File: src/rtl/ramb4_s2_arbiter.sv
// Round-robin arbiter for two requesters sharing a 2048x2 block RAM, with optional clear sweep.
// The clear engine is compiled in only when RAMB_ARB_CLEAR_EN is defined.
module ramb4_s2_arbiter (
    input  logic        CLK,
    input  logic        RST,
    input  logic        REQ_A,
    input  logic        REQ_B,
    input  logic        WE_A,
    input  logic        WE_B,
    input  logic [10:0] ADDR_A,
    input  logic [10:0] ADDR_B,
    input  logic [1:0]  DI_A,
    input  logic [1:0]  DI_B,
    output logic        GNT_A,
    output logic        GNT_B,
    output logic        RVALID_A,
    output logic        RVALID_B,
    output logic [1:0]  DO_A,
    output logic [1:0]  DO_B,
    input  logic        CLR_START,
    input  logic [1:0]  CLR_VAL,
    output logic        CLR_BUSY,
    output logic        CLR_DONE,
    output logic        M_EN,
    output logic        M_WE,
    output logic [10:0] M_ADDR,
    output logic [1:0]  M_DI,
    input  logic [1:0]  M_DO
);

    // state | meaning
    // IDLE  | arbitrate between port A and port B
    // CLEAR | sweep every address with the latched clear value
    typedef enum logic {IDLE, CLEAR} state_t;

    state_t      state, state_nxt;
    logic        ptr;            // 0 = A preferred on contention, 1 = B
    logic        rv_a_q, rv_b_q;
    logic        win_a;
    logic [10:0] cnt;
    logic [1:0]  clr_val_q;
    logic        clr_done_q;

    always_ff @(posedge CLK) begin
        if (RST) begin
            state  <= IDLE;
            ptr    <= 1'b0;
            rv_a_q <= 1'b0;
            rv_b_q <= 1'b0;
        end else begin
            state  <= state_nxt;
            rv_a_q <= GNT_A & ~WE_A;
            rv_b_q <= GNT_B & ~WE_B;
            if (GNT_A)
                ptr <= 1'b1;
            else if (GNT_B)
                ptr <= 1'b0;
        end
    end

`ifdef RAMB_ARB_CLEAR_EN
    always_ff @(posedge CLK) begin
        if (RST) begin
            cnt        <= '0;
            clr_val_q  <= '0;
            clr_done_q <= 1'b0;
        end else begin
            clr_done_q <= (state == CLEAR) && (cnt == 11'h7FF);
            if (state == IDLE && CLR_START) begin
                cnt       <= '0;
                clr_val_q <= CLR_VAL;
            end else if (state == CLEAR) begin
                cnt <= cnt + 11'd1;
            end
        end
    end
`else
    logic unused_clr;
    assign unused_clr = ^{CLR_START, CLR_VAL};
    assign cnt        = '0;
    assign clr_val_q  = '0;
    assign clr_done_q = 1'b0;
`endif

    always_comb begin
        state_nxt = state;
        win_a     = 1'b0;
        GNT_A     = 1'b0;
        GNT_B     = 1'b0;
        M_EN      = 1'b0;
        M_WE      = 1'b0;
        M_ADDR    = '0;
        M_DI      = '0;
        case (state)
            IDLE: begin
                win_a = REQ_A & (~REQ_B | ~ptr);
                GNT_A = win_a;
                GNT_B = REQ_B & ~win_a;
                if (GNT_A) begin
                    M_EN   = 1'b1;
                    M_WE   = WE_A;
                    M_ADDR = ADDR_A;
                    M_DI   = DI_A;
                end else if (GNT_B) begin
                    M_EN   = 1'b1;
                    M_WE   = WE_B;
                    M_ADDR = ADDR_B;
                    M_DI   = DI_B;
                end
`ifdef RAMB_ARB_CLEAR_EN
                if (CLR_START)
                    state_nxt = CLEAR;
`endif
            end
            CLEAR: begin
                M_EN   = 1'b1;
                M_WE   = 1'b1;
                M_ADDR = cnt;
                M_DI   = clr_val_q;
                if (cnt == 11'h7FF)
                    state_nxt = IDLE;
            end
            default: state_nxt = IDLE;
        endcase
        // Reset blocks the RAM port immediately so an aborted sweep stops on the reset cycle.
        if (RST) begin
            GNT_A  = 1'b0;
            GNT_B  = 1'b0;
            M_EN   = 1'b0;
            M_WE   = 1'b0;
            M_ADDR = '0;
            M_DI   = '0;
        end
    end

    assign RVALID_A = rv_a_q & ~RST;
    assign RVALID_B = rv_b_q & ~RST;
    assign DO_A     = M_DO;
    assign DO_B     = M_DO;
    assign CLR_BUSY = (state == CLEAR);
    assign CLR_DONE = clr_done_q;

endmodule

File: config.mk
export PLATFORM = sky130hd
export DESIGN_NAME = ramb4_s2_arbiter
export DESIGN_NICKNAME = d
export VERILOG_FILES = /design/src/rtl/ramb4_s2_arbiter.sv
export SDC_FILE = /design/constraint.sdc
export NUM_CORES = 1
export LEC_CHECK = 0
export ABC_AREA = 1
export BUFFER_PORTS_ARGS = -buffer_cell sky130_fd_sc_hd__buf_4
export CORE_MARGIN = 2
export CORE_UTILIZATION = 30
export CTS_CLUSTER_DIAMETER = 150
export CTS_CLUSTER_SIZE = 12
export DETAILED_ROUTE_END_ITERATION = 12
export PLACE_DENSITY = 0.74
export SLEW_MARGIN = 20
export SYNTH_ARGS = -nofsm -noshare
export SYNTH_HDL_FRONTEND = slang
export SYNTH_SLANG_ARGS = --single-unit
File: constraint.sdc
create_clock -name CLK -period 1.4 [get_ports CLK]
set_clock_uncertainty 0.2 [all_clocks]
set_input_delay 0.14 -clock CLK [delete_from_list [all_inputs] [get_ports CLK]]
set_output_delay 0.14 -clock CLK [all_outputs]
set_load 0.05 [all_outputs]
==> metrics.yaml, run 1 <==
power_and_ir_drop:
  p_int_uw: 359
  p_comb_share_pct: 62.2
  power.leakage_nw: 0.528
  vdd_drop_max_mv: 0.478
  switching_power_uw: 294
  clockPowerShare_pct: 23.3
  power_density_nw_per_um2: 674
  power_uw: 654
  sequentialPowerShare_pct: 14.5
  swShare_pct: 45.0
setup_path:
  crit_arrival_ns: 1.13
  r2r_start: "ptr"
  cp_cell_sequence: "nand2_4, buf_12, nand4_1, nand2_1, buf_6"
  critPathKind: "reg -> out"
  max_stage_delay_ns: 0.35
  crit_fanout: 10
  r2r_setup_slack_ns: 0.39
  crit_path_start_kind: "flip-flop"
  r2r_cells: 4
  cp_slowest_cell: "dfxtp_4"
  rr_endpoint: "rv_b_q"
  worstSetupEndpointType: "output pin"
  required_ns: 1.06
hold_path:
  min_path_type: "in -> reg"
  hp-start: "REQ_B"
  worstHoldEndpoint: "ptr"
  hold_path_depth: 4
timing:
  fin_setup_tns_ns: -0.862
  maxSlewViolCount: 0
  rsz0062_at_grt: "yes"
  period_share_pct: 105
  whs_ns: 0.0368
  setup_viol: 17
  fmax_ghz: 0.680
  hold_violations: 0
  layout_setup_ws_ns: -0.0710
  period_needed_ns: 1.47
clocking:
  clkTransAtPathRegs_ns: 0.04
  cts_max_path_buffers: 2
  cts_tree: "done"
  ctsHtreeMaxLevel: 1
  cts.sinks: 3
  cts_buffers: 3
  clk-insertion-delay-late_ns: 0.24
  cts_root_buf: "clkbuf_4"
detailed_routing:
  wl_per_cell_um: 12.1
  drt_first_pass_iters: 4
  vias_per_cell: 5.08
  ant_nets: 0
  wirelength_um: 1710
  vias: 716
  drc_errors: 0
  drt_iter0_drc: 15
synthesis:
  syn_inst: 77
  netlist_area_sq_um: 477
  ys_types: 14
  ys_seq_area_share_pct: 12.6
  syn_area_per_cell_sq_um: 6.19
  synth_warnings: 0
  synth-seq-cells: 3
global_route:
  grt-ovfl-total: 0
  antenna_found_initial: 0
  grt_max_degree: 18
  grt_pass1_vias: 678
  grt_pass1_wl_um: 2750
  track_usage_pct: 18.9
floorplanning:
  dieArea_sq_um: 1920
  start_util_pct: 31.6
  ios: 62
  die_w_um: 43.9
  core_sq_um: 1510
  rows: 14
  fp.dieH_um: 43.9
finish:
  drive_above_1_share_pct: 54.4
  antenna_cells: 0
  multiInputGateArea_sq_um: 337
  layout.nets: 163
  seqCellArea_sq_um: 63.8
  fill_cells: 134
  design_area_sq_um: 970
  area_delta_synth_final_pct: 103
placement:
  routabilityCongestion: 0.663
  port_buffers: 50
  place_ws_ns: 0.0463
  hpwl_um: 1180
  place_area_sq_um: 805
outcome:
  violations: "negative setup slack"
  status: "finished, violations left"
job:
  drv_cap: 0
[logic make-up after synthesis]
family / synth area share [%]
buffers and inverters: 26.2
DFF: 12.6
other: 0.787
and+or+nand+nor: 60.4
[power groups by stage]
stage / combinational, mW / clock [mW] / sequential, mW
final: 0.406 / 0.152 / 0.0951
after detailed placement: 0.352 / 0 / 0.0940
after global placement: 0.349 / 0 / 0.0938
after floorplan: 0.259 / 0 / 0.0936
after CTS: 0.400 / 0.157 / 0.0952
after global routing: 0.429 / 0.168 / 0.0956
[cells in the mapped netlist]
| cell | number | share of area, % |
|---|---|---|
| buf_2 | 1 | 1.0 |
| conb_1 | 1 | 0.79 |
| buf_4 | 8 | 13 |
| nor2_4 | 1 | 2.4 |
| nor2_1 | 4 | 3.1 |
| nand3_2 | 3 | 6.3 |
| buf_6 | 3 | 7.1 |
| nand2_4 | 1 | 2.4 |
| inv_2 | 1 | 0.79 |
| inv_1 | 6 | 4.7 |
| nand2_1 | 18 | 14 |
| dfxtp_1 | 3 | 13 |
| nand3_1 | 13 | 14 |
| nand4_1 | 14 | 18 |
[critical path, delay by kind of cell, from the launching register on]
kind,cells,cell delay [ns]
buf+inv,2,0.28
flops,1,0.35
simple gates,3,0.26
[metrics by stage]
stage	cells	utilization (%)
floorplan	78	-
global placement	134	53.4
detailed placement	134	53.4
CTS	141	63.5
global route	141	64.4
finish	141	64.4
[registers in the layout (all words and copies together) (netlist names)]
name    count
ptr         1
rv_b_q      1
rv_a_q      1
[layer usage]
layer / vias up / global-route usage, % / wire, um
met5: - / 0 / 0
met4: 0 / 10.9 / 10
met3: 2 / 5.00 / 247
met2: 49 / 32.9 / 831
met1: 312 / 20.1 / 618
li1: 353 / - / -
[cell type report]
cell class	count	share of cell area, %
Timing Repair Buffer	54	51.0
Multi-Input combinational cell	57	34.7
Sequential cell	3	6.58
Inverter	7	2.97
Clock buffer	4	2.71
Tap cell	16	2.06
[worst max path at each step]
stage	from	end	slack (ns)	depth (start not counted)
2_1_floorplan	ptr	M_ADDR[0]	0.04	4
3_3_place_gp	RST	M_EN	0.06	5
3_5_place_dp	RST	M_EN	0.05	5
4_1_cts	ptr	M_ADDR[7]	-0.06	5
5_1_grt	ptr	M_ADDR[4]	-0.14	5
6_report	ptr	M_ADDR[1]	-0.07	5
[cell usage in the layout, fill, tap and decap left out, drive strengths merged]
| cell | instances |
|---|---|
| buf | 52 |
| nand2 | 20 |
| nand3 | 16 |
| nand4 | 14 |
| inv | 7 |
| nor2 | 5 |
| clkbuf | 4 |
| dfxtp | 3 |
| conb | 2 |
| dlygate4sd3 | 2 |
[timing repair]
item                                    CTS  global route
gates cloned                              1             0
setup buffers                             0             0
pin swaps                                11            10
resized for setup                        29             2
hold endpoints to repair                  2             0
endpoints found under the setup margin   17            17
hold buffers                              2             0
(Power assumes the default switching activity.)
==> inputs of run 2 (changes only) <==
--- a/config.mk
+++ b/config.mk
@@ -8,11 +8,12 @@
 export ABC_AREA = 1
 export BUFFER_PORTS_ARGS = -buffer_cell sky130_fd_sc_hd__buf_4
 export CORE_MARGIN = 2
-export CORE_UTILIZATION = 30
+export CORE_UTILIZATION = 28
 export CTS_CLUSTER_DIAMETER = 150
 export CTS_CLUSTER_SIZE = 12
 export DETAILED_ROUTE_END_ITERATION = 12
-export PLACE_DENSITY = 0.74
+export PLACE_DENSITY = 0.72
+export SKIP_LAST_GASP = 1
 export SLEW_MARGIN = 20
 export SYNTH_ARGS = -nofsm -noshare
 export SYNTH_HDL_FRONTEND = slang
==> constraint.sdc (replaced) <==
create_clock -name CLK -period 1.18 [get_ports CLK]
set_clock_uncertainty 0.2 [all_clocks]
set_input_delay 0.118 -clock CLK [delete_from_list [all_inputs] [get_ports CLK]]
set_output_delay 0.118 -clock CLK [all_outputs]
set_load 0.05 [all_outputs]
==> run 2 against run 1 <==
The flow still finishes with violations (negative setup slack). Wire length increased by 23%. First-iteration DRC count is 33% higher. Count of clock-buffer cells in the layout unchanged. Global-route usage rose by 1.5 points. Worst hold slack got worse by 0.00076 ns. Core utilization increased by 15 points. Flip-flop and latch count did not move. Via count grew 4.1%. Die area rose by 6.5%. Combinational power grew 45%. Critical path depth did not move. Largest cell class unchanged.
==> metrics.yaml, run 2 (same netlist as run 1, synthesis figures left out) <==
detailed_routing:
  wl_per_cell_um: 14.0  # +16%
  drt_first_pass_iters: 5  # +1
  vias: 745  # +4.1%
  ant_nets: 0  # unchanged
  vias_per_cell: 4.97  # -2.2%
  drc_errors: 0  # unchanged
  drt_iter0_drc: 20  # +5
  wirelength_um: 2100  # +23%
timing:
  layout_setup_ws_ns: -0.299  # -0.228 ns
  whs_ns: 0.0360  # -0.000764 ns
  maxSlewViolCount: 0  # unchanged
  rsz0062_at_grt: "yes"
  period_share_pct: 125
  period_needed_ns: 1.48
  setup_viol: 17  # unchanged
  fin_setup_tns_ns: -4.62  # -3.76 ns
  fmax_ghz: 0.676
  hold_violations: 0  # unchanged
clocking:
  cts_buffers: 3  # unchanged
  cts_root_buf: "clkbuf_4"
  ctsHtreeMaxLevel: 1  # unchanged
  post_cts.repair.setup_buffers: 0  # unchanged
  cts_tree: "done"
  clkTransAtPathRegs_ns: 0.04  # about the same
  clk-insertion-delay-late_ns: 0.24  # about the same
  cts.sinks: 3  # unchanged
  cts_max_path_buffers: 2  # unchanged
setup_path:
  required_ns: 0.86  # -0.20 ns
  worstSetupEndpointType: "output pin"
  cp_cell_sequence: "nand2_4, buf_12, nand4_1, nand2_4, buf_8"
  cp_slowest_cell: "dfxtp_2"
  crit_path_start_kind: "flip-flop"
  cp_common_cell: "nand2_4"
  r2r_setup_slack_ns: 0.08  # -0.31 ns
  max_stage_delay_ns: 0.34  # about the same
  crit_fanout: 10  # unchanged
  critPathKind: "reg -> out"
  crit_arrival_ns: 1.16  # +0.03 ns
floorplanning:
  start_util_pct: 30.6  # -1.1 points
  rows: 14  # unchanged
  die_w_um: 45.3  # +3.2%
  ios: 62  # unchanged
  dieArea_sq_um: 2050  # +6.5%
  core_sq_um: 1560  # +3.5%
  fp.dieH_um: 45.3  # +3.2%
finish:
  drive_above_1_share_pct: 76.1  # +22 points
  final_common_cell: "buf_4"
  multiInputGateArea_sq_um: 453  # +35%
  area_delta_synth_final_pct: 160
  fill_cells: 108  # -19%
  antenna_cells: 0  # unchanged
  top_regs: "ptr x1, rv_a_q x1, rv_b_q x1"
  final_cell_mix: "buf_4 (39), nand4_1 (14), buf_8 (14)"
  layout.nets: 172  # +5.5%
  seqCellArea_sq_um: 62.6  # -2.0%
job:
  drv_cap: 0  # unchanged
outcome:
  status: "finished, violations left"
  violations: "negative setup slack"
hold_path:
  min_path_type: "in -> out"
global_route:
  track_usage_pct: 20.4  # +1.5 points
  antenna_found_initial: 0  # unchanged
  grt_max_degree: 11  # -7
  grt-ovfl-total: 0  # unchanged
  grt_pass1_vias: 783  # +15%
  grt_pass1_wl_um: 3130  # +14%
placement:
  place_ws_ns: -0.115  # -0.161 ns
  routabilityCongestion: 0.719  # +8.4%
  hpwl_um: 1340  # +14%
  port_buffers: 50  # unchanged
power_and_ir_drop:
  power.leakage_nw: 0.603  # +14%
  vdd_drop_max_mv: 0.728  # +52%
  power_density_nw_per_um2: 714  # +5.9%
-- run 2: cell count changes in the layout (fill, tap and decap cells not counted), moves of 2 or more --
cell / before / now
buf_12: 1 / 4
buf_4: 33 / 39
buf_6: 17 / 4
buf_8: 1 / 14
dfxtp_2: 0 / 2
nand2_1: 15 / 1
nand2_2: 2 / 7
nand2_4: 1 / 11
nand3_1: 13 / 5
nand3_2: 3 / 11
nor2_1: 4 / 2
nor2_2: 0 / 2
-- run 2: per-layer routing --
layer	up-vias	share of wire [%]	GRT usage, %
li1	370	-	-
met1	324	34	19.6
met2	51	53	40.3
met3	0	13	7.60
met4	0	0	4.12
met5	-	0	0
-- run 2: what timing repair did --
item,in CTS,in global routing
endpoints found under the setup margin,17,19
hold buffers,2,0
cloned,1,0
pin swaps,2,8
resized for setup,30,15
endpoints found under the hold margin,2,0
-- run 2: layout make-up --
cell class | count | area share [%]
sequential | 3 | 5.05
inverter | 7 | 2.42
timing repair buffer | 63 | 52.3
clock buffer | 4 | 2.12
tap | 16 | 1.61
multi-input combinational | 57 | 36.5
-- run 2: power by group --
group | internal, mW | switching [mW] | total (mW) | leakage, nW
Combinational | 0.261 | 0.329 | 0.590 | 0.562
Clock | 0.127 | 0.0554 | 0.182 | 0.0150
Sequential | 0.108 | 0.00478 | 0.113 | 0.0254
-- run 2: final timing paths --
| check | from | endpoint | depth (start not counted) |
|---|---|---|---|
| max reg2reg | ptr | rv_a_q | 4 |
| max | ptr | M_ADDR[8] | 5 |
| min | M_DO[0] | DO_B[0] | 0 |
| min reg2reg | ptr | ptr | 2 |
-- run 2: worst max-delay path: cells and delay by family (launching register included) --
kind | cells | cell delay (ns)
buffers and inverters | 2 | 0.26
and+or+nand+nor | 3 | 0.32
DFF | 1 | 0.34
-- run 2: per-stage QoR --
step / util, % / instance area (sq um) / std cells / power (mW)
after CTS: 75.4 / 1170 / 150 / 0.861
after global placement: 64.8 / 1010 / 143 / 0.599
after floorplan: - / 581 / 78 / 0.452
after detailed placement: 64.8 / 1010 / 143 / 0.605
after global routing: 79.5 / 1240 / 150 / 0.929
final: 79.5 / 1240 / 150 / 0.885
==> inputs of run 3 (changes only) <==
--- a/config.mk
+++ b/config.mk
@@ -5,14 +5,14 @@
 export SDC_FILE = /design/constraint.sdc
 export NUM_CORES = 1
 export LEC_CHECK = 0
-export ABC_AREA = 1
+export ABC_AREA = 0
 export BUFFER_PORTS_ARGS = -buffer_cell sky130_fd_sc_hd__buf_4
 export CORE_MARGIN = 2
-export CORE_UTILIZATION = 28
+export CORE_UTILIZATION = 30
 export CTS_CLUSTER_DIAMETER = 150
 export CTS_CLUSTER_SIZE = 12
 export DETAILED_ROUTE_END_ITERATION = 12
-export PLACE_DENSITY = 0.72
+export PLACE_DENSITY = 0.7
 export SKIP_LAST_GASP = 1
 export SLEW_MARGIN = 20
 export SYNTH_ARGS = -nofsm -noshare
==> run 3 against run 2 <==
The run still ends with negative setup slack left. Sequential power is essentially flat. Non-clock buffer count grew 2. First-iteration DRC count shrank 55%. Die area grew 16%. Count of clock-buffer cells in the layout is the same. Via count shrank 0.54%. Sequential share of layout area shrank 0.74 points. Critical path type unchanged.
==> metrics.yaml, run 3 <==
finish:
  drive_above_1_share_pct: 70.5  # -5.6 points
  postLayoutCoreUtil_pct: 75.7  # -3.9 points
  area_delta_synth_final_pct: 141
  antenna_cells: 0  # unchanged
  fill_cells: 148  # +37%
  seqCellArea_sq_um: 62.6  # unchanged
  final_common_cell: "buf_4"
  multiInputGateArea_sq_um: 697  # +54%
  layout.nets: 167  # -2.9%
  top_regs: "ptr x1, rv_a_q x1, rv_b_q x1"
  final_cell_mix: "buf_4 (39), nand2b_1 (28), buf_6 (18)"
  design_area_sq_um: 1450  # +17%
timing:
  rsz0062_at_grt: "yes"
  layout_setup_ws_ns: -0.424  # -0.125 ns
  whs_ns: 0.0360  # +0.000000100 ns
  period_needed_ns: 1.60  # +0.125 ns
  setup_viol: 19  # +2
  maxSlewViolCount: 0  # unchanged
  fin_setup_tns_ns: -6.41  # -1.79 ns
  period_share_pct: 136  # +11 points
  fmax_ghz: 0.623  # -7.8%
  hold_violations: 0  # unchanged
floorplanning:
  die_w_um: 48.8  # +7.9%
  fp.dieH_um: 48.8  # +7.9%
  start_util_pct: 31.4  # +0.80 points
  dieArea_sq_um: 2380  # +16%
  rows: 16  # +2
  core_sq_um: 1920  # +23%
  ios: 62  # unchanged
setup_path:
  crit_path_start_kind: "flip-flop"
  crit_arrival_ns: 1.29  # +0.13 ns
  worstSetupEndpointType: "output pin"
  crit_fanout: 11  # +1
  r2r_setup_slack_ns: -0.05  # -0.13 ns
  critPathKind: "reg -> out"
  required_ns: 0.86  # about the same
global_route:
  top_usage_layer: "met2"
  use_met1_pct: 21.2  # +1.6 points
  grt_max_degree: 32  # +21
  gr-usage-met3_pct: 5.21  # -2.4 points
  antenna_found_initial: 0  # unchanged
  grt_use_met2_pct: 32.6  # -7.6 points
  grt_pass1_wl_um: 3470  # +11%
  grt-ovfl-total: 0  # unchanged
  grt_pass1_vias: 788  # +0.64%
  track_usage_pct: 18.8  # -1.5 points
detailed_routing:
  vias: 741  # -0.54%
  drt_iter0_drc: 9  # -55%
  vias_per_cell: 4.75  # -4.4%
  wirelength_um: 2050  # -2.6%
  ant_nets: 0  # unchanged
  drc_errors: 0  # unchanged
  wl_per_cell_um: 13.1  # -6.3%
  drt_first_pass_iters: 4  # -1
synthesis:
  netlist_area_sq_um: 603  # +27%
  ys_seq_area_share_pct: 9.96  # -2.6 points
  synth_ff_type: "dfxtp_1"
  synth_warnings: 0  # unchanged
  ys_top_cells_by_area: "nand2b_1 (29%), o32ai_2 (22%), dfxtp_1 (10%)"
  syn_inst: 72  # -6.5%
  synth-seq-cells: 3  # unchanged
  yosysMostFrequentCell: "nand2b_1"
  synth_top_area_share_pct: 29.0  # +11 points
  ys_types: 16  # +2
  synth-async-reset-ratio_pct: 0  # unchanged
  yosysTopAreaCell: "nand2b_1"
  synth_edf_count: 0  # unchanged
  syn_area_per_cell_sq_um: 8.38  # +35%
  synth_common_cells: "nand2b_1 (28), o32ai_2 (8), buf_4 (7)"
job:
  drv_cap: 0  # unchanged
placement:
  place_area_sq_um: 1310  # +29%
  port_buffers: 50  # unchanged
  hpwl_um: 1510  # +13%
  routabilityCongestion: 0.661  # -8.0%
  place_ws_ns: -0.189  # -0.0736 ns
power_and_ir_drop:
  power_density_nw_per_um2: 684  # -4.3%
  power.leakage_nw: 0.565  # -6.3%
  vdd_drop_max_mv: 0.395  # -46%
clocking:
  cts_buffers: 3  # unchanged
  cts_max_path_buffers: 2  # unchanged
  cts_root_buf: "clkbuf_4"
  clk-insertion-delay-late_ns: 0.25  # about the same
  cts_tree: "done"
  clkTransAtPathRegs_ns: 0.04  # about the same
  ctsHtreeMaxLevel: 1  # unchanged
  cts.sinks: 3  # unchanged
outcome:
  violations: "negative setup slack"
  status: "finished, violations left"
hold_path:
  min_path_type: "in -> out"
## run 3: cell types whose count changed after synthesis, moves of 2 or more
cell / delta
nand2b_1: +28
nand3_2: -3
nor2b_1: +4
o32ai_2: +8
nand4_1: -14
o32ai_1: +6
inv_1: -5
clkbuf_1: +2
nand2_1: -18
nor3_1: +2
nand3_1: -13
## run 3: repair_timing
action	in CTS	in global routing
gates resized for setup	19	5
pin swaps	5	0
hold endpoints to repair	2	0
hold buffers	2	0
buffers inserted	1	0
setup endpoints to repair	17	21
## run 3: cell families after synthesis
group	count (synthesis)	share of synthesized area [%]
compound gates	16	33.6
buf+inv	14	17.0
flops	3	9.96
other cells	1	0.622
simple gates	38	38.8
## run 3: path summary, 6_finish.rpt
path	from	cells past startpoint	end
hold / removal	M_DO[1]	0	DO_B[1]
hold reg to reg	ptr	2	ptr
setup / recovery	ptr	4	M_ADDR[9]
setup reg to reg	ptr	4	ptr
## run 3: layout make-up
type / count / share of cell area (%)
clock buffer: 4 / 1.81
inverter: 1 / 0.258
multi-input combinational: 56 / 47.9
sequential: 3 / 4.30
tap: 27 / 2.32
timing repair buffer: 65 / 43.4
## run 3: report_power, final
part           total [mW]  leakage (nW)  internal, mW  switching, mW
clock               0.199        0.0150         0.128         0.0712
sequential          0.112        0.0254         0.108        0.00417
combinational       0.683         0.525         0.322          0.361
total               0.994         0.565         0.557          0.436
## run 3: layer usage
layer / vias up / wire, um
met1: 346 / 774
met2: 26 / 1130
li1: 363 / -
met3: 6 / 110
met5: - / 0
met4: 0 / 29
## run 3: per-stage QoR
stage | instances | power (mW)
final | 156 | 0.994
after floorplan | 73 | 0.578
after global routing | 156 | 1.04
after global placement | 149 | 0.743
after CTS | 156 | 0.996
after detailed placement | 149 | 0.750
## run 3: critical path: stages, from the launching register on
cell     delay (ns)
dfxtp_2        0.33
a21bo_4        0.23
buf_12         0.16
o32ai_4        0.11
buf_6          0.20
